## config.mk

```make
export PLATFORM = sky130hd
export DESIGN_NAME = nibble_serial_adder_8bit
export DESIGN_NICKNAME = d
export VERILOG_FILES = /design/src/rtl/nibble_adder_pkg.sv /design/src/rtl/ripple_carry_adder.sv /design/src/rtl/nibble_serial_adder_8bit.sv
export SDC_FILE = /design/constraint.sdc
export NUM_CORES = 1
export LEC_CHECK = 0
export BUFFER_PORTS_ARGS = -buffer_cell sky130_fd_sc_hd__buf_2
export CORE_AREA = 2 2 70 52
export CTS_CLUSTER_DIAMETER = 60
export DETAILED_ROUTE_END_ITERATION = 8
export DIE_AREA = 0 0 72 54
export PLACE_DENSITY = 0.69
export SETUP_SLACK_MARGIN = 0.2
export SLEW_MARGIN = 10
export SYNTH_ARGS = -nofsm -noshare
export SYNTH_HDL_FRONTEND = slang
export SYNTH_SLANG_ARGS = --single-unit
```

## constraint.sdc

```tcl
create_clock -name clk -period 4.9 [get_ports clk]
set_input_delay 0.245 -clock clk [delete_from_list [all_inputs] [get_ports clk]]
set_output_delay 0.245 -clock clk [all_outputs]
set_load 0.03 [all_outputs]
```

## src/rtl/nibble_adder_pkg.sv

```systemverilog
// -----------------------------------------------------------------------------
// nibble_adder_pkg
// Shared definitions for the nibble-serial 8-bit adder:
//   - DATA_W / SLICE_W : operand width and width of the time-shared adder slice
//   - state_t          : 2-bit FSM encoding (IDLE=0, LO=1, HI=2, DONE=3)
//   - signed_ovf()     : two's-complement overflow rule from the sign bits
// -----------------------------------------------------------------------------
package nibble_adder_pkg;

  localparam int DATA_W  = 8;
  localparam int SLICE_W = 4;

  typedef enum logic [1:0] {
    IDLE = 2'd0,
    LO   = 2'd1,
    HI   = 2'd2,
    DONE = 2'd3
  } state_t;

  // Overflow happens when both operands share a sign and the sum's sign differs.
  function automatic logic signed_ovf(input logic a_msb,
                                      input logic b_msb,
                                      input logic s_msb);
    return (a_msb == b_msb) && (s_msb != a_msb);
  endfunction

endpackage

```

## src/rtl/ripple_carry_adder.sv

```systemverilog
// -----------------------------------------------------------------------------
// ripple_carry_adder
// Purely combinational 4-bit ripple-carry adder.
// Ports:
//   a, b  : input  [3:0] addends
//   cin   : input        carry-in
//   s     : output [3:0] sum
//   cout  : output       carry out of the top bit
// -----------------------------------------------------------------------------
module ripple_carry_adder
  import nibble_adder_pkg::*;
(
  input  logic [SLICE_W-1:0] a,
  input  logic [SLICE_W-1:0] b,
  input  logic               cin,
  output logic [SLICE_W-1:0] s,
  output logic               cout
);

  logic [SLICE_W:0] carry_s;

  assign carry_s[0] = cin;

  genvar i;
  generate
    for (i = 0; i < SLICE_W; i++) begin : g_fa
      assign s[i]         = a[i] ^ b[i] ^ carry_s[i];
      assign carry_s[i+1] = (a[i] & b[i]) | (carry_s[i] & (a[i] ^ b[i]));
    end
  endgenerate

  assign cout = carry_s[SLICE_W];

endmodule

```

## src/rtl/nibble_serial_adder_8bit.sv

```systemverilog
// -----------------------------------------------------------------------------
// nibble_serial_adder_8bit
// Adds two 8-bit operands plus carry-in using one 4-bit ripple-carry adder,
// low nibble first, then high nibble. One transaction every 4 cycles:
// accept (IDLE) -> LO -> HI -> DONE (result held until consumed).
// Ports:
//   clk        : input        clock, rising edge
//   rst        : input        synchronous active-high reset
//   in_valid   : input        operand set offered
//   in_ready   : output       block can accept operands (IDLE only)
//   a, b       : input  [7:0] operands
//   cin        : input        carry-in
//   out_valid  : output       result held on s/cout/ovf (DONE only)
//   out_ready  : input        consumer accepts result
//   s          : output [7:0] (a+b+cin) mod 256
//   cout       : output       carry out of bit 7
//   ovf        : output       signed two's-complement overflow
// -----------------------------------------------------------------------------
module nibble_serial_adder_8bit
  import nibble_adder_pkg::*;
(
  input  logic              clk,
  input  logic              rst,
  input  logic              in_valid,
  output logic              in_ready,
  input  logic [DATA_W-1:0] a,
  input  logic [DATA_W-1:0] b,
  input  logic              cin,
  output logic              out_valid,
  input  logic              out_ready,
  output logic [DATA_W-1:0] s,
  output logic              cout,
  output logic              ovf
);

  state_t              state_r;
  state_t              state_nx_s;

  logic [DATA_W-1:0]   a_r;
  logic [DATA_W-1:0]   b_r;
  logic                cin_r;
  logic                nib_c_r;

  logic [DATA_W-1:0]   s_r;
  logic                cout_r;
  logic                ovf_r;
  logic                in_ready_r;
  logic                out_valid_r;

  logic [SLICE_W-1:0]  add_a_s;
  logic [SLICE_W-1:0]  add_b_s;
  logic                add_cin_s;
  logic [SLICE_W-1:0]  add_s_s;
  logic                add_cout_s;

  // Next-state logic for the accept / low / high / hold sequence.
  always_comb begin
    state_nx_s = state_r;
    case (state_r)
      IDLE: begin
        if (in_valid) begin
          state_nx_s = LO;
        end else begin
          state_nx_s = IDLE;
        end
      end
      LO:   state_nx_s = HI;
      HI:   state_nx_s = DONE;
      DONE: begin
        if (out_ready) begin
          state_nx_s = IDLE;
        end else begin
          state_nx_s = DONE;
        end
      end
      default: state_nx_s = IDLE;
    endcase
  end

  // Steer the shared adder to the low or high slice; idle value elsewhere.
  always_comb begin
    add_a_s   = {SLICE_W{1'b0}};
    add_b_s   = {SLICE_W{1'b0}};
    add_cin_s = 1'b0;
    case (state_r)
      LO: begin
        add_a_s   = a_r[SLICE_W-1:0];
        add_b_s   = b_r[SLICE_W-1:0];
        add_cin_s = cin_r;
      end
      HI: begin
        add_a_s   = a_r[DATA_W-1:SLICE_W];
        add_b_s   = b_r[DATA_W-1:SLICE_W];
        add_cin_s = nib_c_r;
      end
      default: begin
        add_a_s   = {SLICE_W{1'b0}};
        add_b_s   = {SLICE_W{1'b0}};
        add_cin_s = 1'b0;
      end
    endcase
  end

  ripple_carry_adder u_rca (
    .a    (add_a_s),
    .b    (add_b_s),
    .cin  (add_cin_s),
    .s    (add_s_s),
    .cout (add_cout_s)
  );

  // State register plus handshake flags registered from the next state,
  // so in_ready/out_valid come straight from flops.
  always_ff @(posedge clk) begin
    if (rst) begin
      state_r     <= IDLE;
      in_ready_r  <= 1'b1;
      out_valid_r <= 1'b0;
    end else begin
      state_r     <= state_nx_s;
      in_ready_r  <= (state_nx_s == IDLE);
      out_valid_r <= (state_nx_s == DONE);
    end
  end

  // Operand capture on accept; held for the rest of the transaction so
  // later changes on a/b/cin cannot disturb the in-flight sum.
  always_ff @(posedge clk) begin
    if (rst) begin
      a_r   <= {DATA_W{1'b0}};
      b_r   <= {DATA_W{1'b0}};
      cin_r <= 1'b0;
    end else if ((state_r == IDLE) && in_valid) begin
      a_r   <= a;
      b_r   <= b;
      cin_r <= cin;
    end
  end

  // Result assembly: low nibble and inter-nibble carry in LO, high nibble,
  // carry-out and overflow in HI. Nothing changes in DONE, which holds the
  // result stable while the consumer stalls.
  always_ff @(posedge clk) begin
    if (rst) begin
      s_r     <= {DATA_W{1'b0}};
      nib_c_r <= 1'b0;
      cout_r  <= 1'b0;
      ovf_r   <= 1'b0;
    end else begin
      case (state_r)
        LO: begin
          s_r[SLICE_W-1:0] <= add_s_s;
          nib_c_r          <= add_cout_s;
        end
        HI: begin
          s_r[DATA_W-1:SLICE_W] <= add_s_s;
          cout_r                <= add_cout_s;
          ovf_r                 <= signed_ovf(a_r[DATA_W-1], b_r[DATA_W-1],
                                              add_s_s[SLICE_W-1]);
        end
        default: begin
          s_r <= s_r;
        end
      endcase
    end
  end

  assign in_ready  = in_ready_r;
  assign out_valid = out_valid_r;
  assign s         = s_r;
  assign cout      = cout_r;
  assign ovf       = ovf_r;

endmodule

```

==> results of run 1 <==
==> logic make-up after synthesis <==
logic type                 Yosys count  share of synthesized area (%)
AOI/OAI and AO/OA                   37                          18.57
adders and majority gates            9                          10.18
buffers and inverters               15                          5.178
DFF                                 32                          45.71
muxes                                2                          1.429
and+or+nand+nor                     65                          18.93
==> tightest hold or removal path, stage by stage <==
cell	delay [ns]
buf_2	0.10
nand2_1	0.04
a21oi_1	0.05
==> routing by layer <==
layer  part of all wire (%)  up-vias
met5                      0        -
met4                    1.1        0
met3                    7.8        5
met2                     45       39
met1                     46      519
li1                       -      590
==> flip-flops by register name, indices dropped and copies added, names as in the netlist <==
name / cells
a_r: 8
b_r: 8
s: 8
state_r: 2
cin_r: 1
cout: 1
in_ready: 1
nib_c_r: 1
out_valid: 1
ovf: 1
==> placed cells by master, fill, tap and decap left out <==
cell       n
ha_1       5
nand2_1   43
buf_2     32
or3_1      1
and3_1     1
mux2i_1    2
a22o_2     1
nand3_1    1
a221oi_2   1
a211oi_1   8
inv_1      4
a22o_1     5
nor2b_1    4
clkbuf_8   5
a221oi_1   1
a21oi_1   17
fa_1       4
nor2_1    13
a311oi_2   1
a22oi_1    3
nand2b_1   1
and2_1     1
buf_4      1
dfxtp_1   32
==> final cells by class <==
class / instances / area, um^2
repair buffers: 33 / 167.7
fillers: 330 / 1680
clock buffers: 5 / 68.82
inverters: 4 / 15.01
well taps: 40 / 50.05
flip-flops and latches: 32 / 640.6
multi-input cells: 113 / 688.2
==> power by group through the flow <==
stage	combinational (mW)	sequential [mW]	clock (mW)
2_1_floorplan	0.113	0.346	0
3_3_place_gp	0.177	0.319	0
3_5_place_dp	0.182	0.321	0
4_1_cts	0.182	0.315	0.176
5_1_grt	0.206	0.319	0.188
6_report	0.182	0.315	0.171
==> per-stage QoR <==
stage                     hold slack, ns  setup WS (ns)  power [mW]  area, um^2  utilization, %
after floorplan                   0.3207          1.671      0.4592        1401               -
after global placement            0.4464          1.409      0.4957        1562           47.17
after detailed placement          0.4482          1.210      0.5026        1562           47.17
after CTS                         0.2015          1.187      0.6734        1630           49.24
after global routing              0.2040         0.9469      0.7129        1630           49.24
final                             0.2103          1.180      0.6680        1630           49.24
==> final timing paths <==
| path | startpoint | end | cells past startpoint |
|---|---|---|---|
| max | state_r[1] | ovf | 11 |
| min | b[4] | b_r[4] | 3 |
| max reg2reg | state_r[1] | ovf | 11 |
| min reg2reg | a_r[6] | a_r[6] | 2 |
==> impl_results.md, run 1 <==
* Most used routing layer: met2
* VDD IR-drop max at 0.0002088 V
* Reg2Reg Setup Slack at 1.18 ns
* GRT met2 Usage at 26.54%
* Residual DRC count at 0
* Met3 Usage GRT at 5.993%
* CP Buf/Inv Count at 2
* RSZ-0062 raised after global routing: no
* Clock-pin slew on the worst setup and hold paths at 0.06 ns
* Critical path fanouts, max at 18
* Clk Latency, worst-skew pair at 0.27 ns
* Arrival time at the worst endpoint at 3.90 ns
* Largest net degree at the start of global routing at 31
* Met1 GRT Util at 22.61%
* CP Capture Type: flip-flop
* Top cells by area, synth: dfxtp_1 46%, nand2_1 12%, a21oi_1 6.1%
* Internal Power at 449.6 uW
* Final Skew at 0.003055 ns
* Via count at 1153
* Hold Path Class: input pin to flip-flop
* CP Cell Sequence: inv_1 -> ha_1 -> a22oi_1 -> nor2b_1 -> fa_1 -> inv_1 -> fa_1 -> fa_1 -> fa_1 -> or3_1 -> a311oi_2
* Remaining Overflow, GRT at 0
* Hold_buf cts at 0
* Maximum clock rate at 268.8 MHz
* Final hold violations at 0
* Final GP Congestion at 0.7359
* Max Buffers Root-to-Sink at 2
* Vias in the first global route at 1094
* Final Cycle Share at 75.91%
* Starting density of the core at 42.33%
* PostCTS Resize Cnt at 0
* Share of cells above drive strength 1 at 21.93%
* Initial DRC Count at 65
* Critical path's top delay family: adder cells
* Top cell type by total area after synthesis: dfxtp_1
* Setup violators final at 0
* Initial antenna violation count at 0
* Fin crit period at 3.720 ns
* Seq/Total Area, Yosys at 45.71%
* CTS tree: yes
* Netlist cell types at 24
* Routed Antenna Nets at 0
* Die area at 3888 um^2
* Final net count at 219
* Post-synth top area share at 45.71%
* Number of setup buffers added after CTS at 0
* Port bufs at 32
* Startpoint Class: flip-flop
* Tightest Pin Transition at 0.6240 ns
* NetSw at 218.4 uW
* Crit-path max cell delay at 0.59 ns
* Num ports at 33
* CTS buffer count at 5
* Most common library cells after synthesis: 43 x nand2_1, 32 x dfxtp_1, 17 x a21oi_1, 13 x nor2_1, 8 x a211oi_1
* EDFF count, synth at 0
* Drt first pass iters at 4
* WP data required at 5.08 ns
* Wirelength, routed at 2871 um
* Most instantiated library cell after synthesis: nand2_1
* Routed length per placed instance at 12.65 um
* First-pass GRT wire length at 4988 um
* Syn Std Cell Area at 1401 um^2
* Core area at 3311 um^2
* Setup tns final at 0 ns
* Cell area power density at 409.7 nW/um^2
* Most frequent CP cell: fa_1
* Max-cap check violation count at 0
* Synthesis Warnings at 0
* Clock tree sinks at 32
* Die H at 54 um
* Non-Filler Instances at 227
* Clock power frac at 25.6%
* Pins Over Slew Limit at 0
* CTS H-tree lvls at 2
* Vias per inst at 5.079
* Synthesized Nets at 190
* Placed cells at 222
* DIE WIDTH at 72 um
* Synth Register Bits at 32
* Logic pwr share at 27.3%
* GR Util All Layers at 17.29%
* # rows at 18
* Ys async rst share at 0%
* Switching part of the total at 32.69%
* Final HPWL DP at 2163 um
* Diode count at 0
* Critical-path top delay cell: ha_1
* Layout Area Growth over Synthesis at 16.34%
* Max-Slew Margin vs Limit at 58.40%
* Cell leakage power at 0.6589 nW
* CTS root buffer: clkbuf_8
* Main flop type after synthesis: dfxtp_1
* Worst setup path category: flip-flop to flip-flop
* Sequential Power Share at 47.2%
* Mapped Cells at 160
* Syn Area/Cell at 8.758 um^2
* Status: completed
(Power assumes the default switching activity.)
==> run 2, diff against run 1 <==
- ABC_AREA: not set -> 1
- CORE_AREA: 2 2 70 52 -> 2 2 71 52
- DIE_AREA: 0 0 72 54 -> 0 0 73 54
- PLACE_DENSITY: 0.69 -> 0.72
- clock period: 4.9 -> 3.17 ns (I/O delays scaled with it)
==> run 2 against run 1 <==
Clock skew increased by 0.0014 ns; critical path depth rose by 3; flip-flop and latch count stayed put; synthesized cell count grew 10%; count of clock-buffer cells in the layout rose by 3; area after synthesis grew 1.1%; clock power grew 87%; sequential share of layout area is 2.8 points lower; cell count grew 12%; via count grew 6.9%; critical endpoint unchanged; highest routed layer unchanged.
==> impl_results.md, run 2 <==
* Status: completed
* Top cell type by total area after synthesis: dfxtp_1
* Hold Path Class: input pin to flip-flop
* Ys async rst share at 0% (unchanged)
* Cell area power density at 672.2 nW/um^2 (+64%)
* Synthesized Nets at 206 (+8.4%)
* Commonest cells after routing, fill and taps aside: 34 x nor2_1, 32 x buf_2, 30 x dfxtp_1
* Routed Antenna Nets at 0 (unchanged)
* Diode count at 0 (unchanged)
* Residual DRC count at 0 (unchanged)
* Reg2Reg Launch Point: state_r[0]
* Starting density of the core at 42.21% (-0.12 points)
* Via count at 1232 (+6.9%)
* Share of cells above drive strength 1 at 27.91% (+6.0 points)
* Post-synth top area share at 45.23% (-0.48 points)
* CTS buffer count at 5 (unchanged)
* Switching part of the total at 34.15% (+1.5 points)
* Drt first pass iters at 4 (unchanged)
* Startpoint Class: flip-flop
* Num ports at 33 (unchanged)
* Pins Over Slew Limit at 0 (unchanged)
* Critical path fanouts, max at 4 (-14)
* Internal Power at 783.1 uW (+74%)
* Main flop type after synthesis: dfxtp_1
* Core area at 3356 um^2 (+1.4%)
* Die H at 54 um (unchanged)
* Maximum clock rate at 348.7 MHz (+30%)
* Remaining Overflow, GRT at 0 (unchanged)
* Final HPWL DP at 2049 um (-5.3%)
* Fin area at 1769 um^2 (+8.5%)
* Largest net degree at the start of global routing at 29 (-6.5%)
* Setup violators final at 0 (unchanged)
* CTS root buffer: clkbuf_8
* Layout Area Growth over Synthesis at 24.91%
* WP data required at 3.36 ns (-1.72 ns)
* Post-place instance area at 1579 um^2 (+1.1%)
* Final Cycle Share at 90.48% (+15 points)
* Clock tree sinks at 32 (unchanged)
* DIE WIDTH at 73 um (+1.4%)
* Most common cell after layout, fill and taps aside: nor2_1
* Worst hold start: a[3]
* RSZ-0062 raised after global routing: no
* Initial DRC Count at 40 (-38%)
* CP Capture Type: flip-flop
* Synth Register Bits at 32 (unchanged)
* Most instantiated library cell after synthesis: nor2_1
* First-pass GRT wire length at 4374 um (-12%)
* Clk Latency, worst-skew pair at 0.28 ns (about the same)
* Non-Filler Instances at 255 (+12%)
* VDD IR-drop max at 0.0003286 V (+57%)
* Routed length per placed instance at 11.40 um (-9.9%)
* Mapped Cells at 176 (+10%)
* Cell leakage power at 0.7781 nW (+18%)
* Final Skew at 0.004451 ns (+0.001395 ns)
* Tightest Pin Transition at 0.5946 ns (-0.02942 ns)
* CTS tree: yes
* # rows at 18 (unchanged)
* Max-cap check violation count at 0 (unchanged)
* Vias in the first global route at 979 (-11%)
* Seq/Total Area, Yosys at 45.23% (-0.48 points)
* Syn Std Cell Area at 1416 um^2 (+1.1%)
* Initial antenna violation count at 0 (unchanged)
* Most common library cells after synthesis: 34 x nor2_1, 32 x dfxtp_1, 28 x o21ai_0, 21 x nand2_1, 16 x a21oi_1
* Wirelength, routed at 2907 um (+1.3%)
* Vias per inst at 4.831 (-4.9%)
* Die area at 3942 um^2 (+1.4%)
* Final hold violations at 0 (unchanged)
* Clock power frac at 26.8% (+1.2 points)
* Synthesis Warnings at 0 (unchanged)
* NetSw at 406.1 uW (+86%)
* Post-layout util at 52.72% (+3.5 points)
* CTS H-tree lvls at 2 (unchanged)
* Final net count at 244 (+11%)
* Worst setup path category: flip-flop to flip-flop
* Sequential Power Share at 43.1% (-4.1 points)
* Syn Area/Cell at 8.047 um^2 (-8.1%)
* Max Buffers Root-to-Sink at 2 (unchanged)
* Placed cells at 242 (+9.0%)
* Final GP Congestion at 0.7639 (+3.8%)
* Arrival time at the worst endpoint at 3.05 ns (-0.85 ns)
* EDFF count, synth at 0 (unchanged)
* GR Util All Layers at 15.52% (-1.8 points)
* Top cells by area, synth: dfxtp_1 45%, o21ai_0 9.9%, nor2_1 9.0%
* Max-Slew Margin vs Limit at 60.27% (+1.9 points)
* Worst Setup SP: state_r[0]
* Port bufs at 32 (unchanged)
* Clock-pin slew on the worst setup and hold paths at 0.06 ns (about the same)
* Fin crit period at 2.868 ns (-0.8516 ns)
* Setup tns final at 0 ns (unchanged)
* Netlist cell types at 19 (-21%)
* Logic pwr share at 30.1% (+2.8 points)
==> run 2: kinds of logic (layout without fill, tap and decap cells) <==
group,after synthesis,count (layout),share of synthesized area [%]
buffers and inverters,25,64,9.539
adders and majority gates,9,9,10.07
AOI/OAI and AO/OA,49,49,18.37
and+or+nand+nor,61,61,16.78
DFF,32,32,45.23
==> run 2: layer usage <==
layer  wire [um]  GRT usage [%]  vias to the layer above
met5           0              0                        -
met4          78          10.49                        0
met3         147          5.618                        8
met2        1139          20.27                       27
met1        1542          21.07                      553
li1            -              -                      644
==> run 2: cell type report <==
cell class | instances | area (um^2)
clock buffers | 8 | 90.09
inverters | 16 | 68.82
repair buffers | 40 | 224.0
multi-input cells | 119 | 690.7
flip-flops and latches | 32 | 645.6
fillers | 333 | 1587
well taps | 40 | 50.05
==> run 2: critical path: stages (launching register included) <==
cell and delay, ns:
dfxtp_4 0.37, clkinvlp_4 0.13, ha_4 0.29, inv_1 0.07, a21oi_1 0.16, fa_1 0.18, inv_1 0.05, fa_2 0.35
fa_2 0.35, fa_1 0.55, nor2_1 0.06, nand2_1 0.05, nand3_1 0.06, nand2_1 0.07, inv_1 0.04
==> run 2: timing repair <==
| action | 4_1_cts | 5_1_grt |
|---|---|---|
| pin swaps | 1 | 1 |
| gates resized for setup | 6 | 9 |
| hold buffers | 0 | 0 |
| setup endpoints to repair | 1 | 2 |
| buffers inserted | 1 | 4 |
==> run 2: worst paths after layout <==
check,to,slack (ns),cells after the start
hold / removal,a_r[3],0.12,3
setup reg to reg,ovf,0.30,14
hold reg to reg,b_r[1],0.49,2
setup / recovery,ovf,0.30,14
==> run 2: through the flow <==
step	setup WS [ns]	total power [mW]	hold WS (ns)
after floorplan	0.2488	0.7588	0.3066
after global placement	0.2481	0.8276	0.4100
after detailed placement	0.1767	0.8337	0.4122
after CTS	0.2051	1.162	0.1142
after global routing	0.1715	1.262	0.1249
final	0.3019	1.189	0.1195
==> run 2: power by group through the flow <==
stage / Sequential, mW / Clock [mW] / Combinational [mW]
detailed placement: 0.516 / 0 / 0.318
finish: 0.512 / 0.319 / 0.358
CTS: 0.509 / 0.328 / 0.325
global route: 0.520 / 0.338 / 0.404
global placement: 0.514 / 0 / 0.313
floorplan: 0.563 / 0 / 0.196
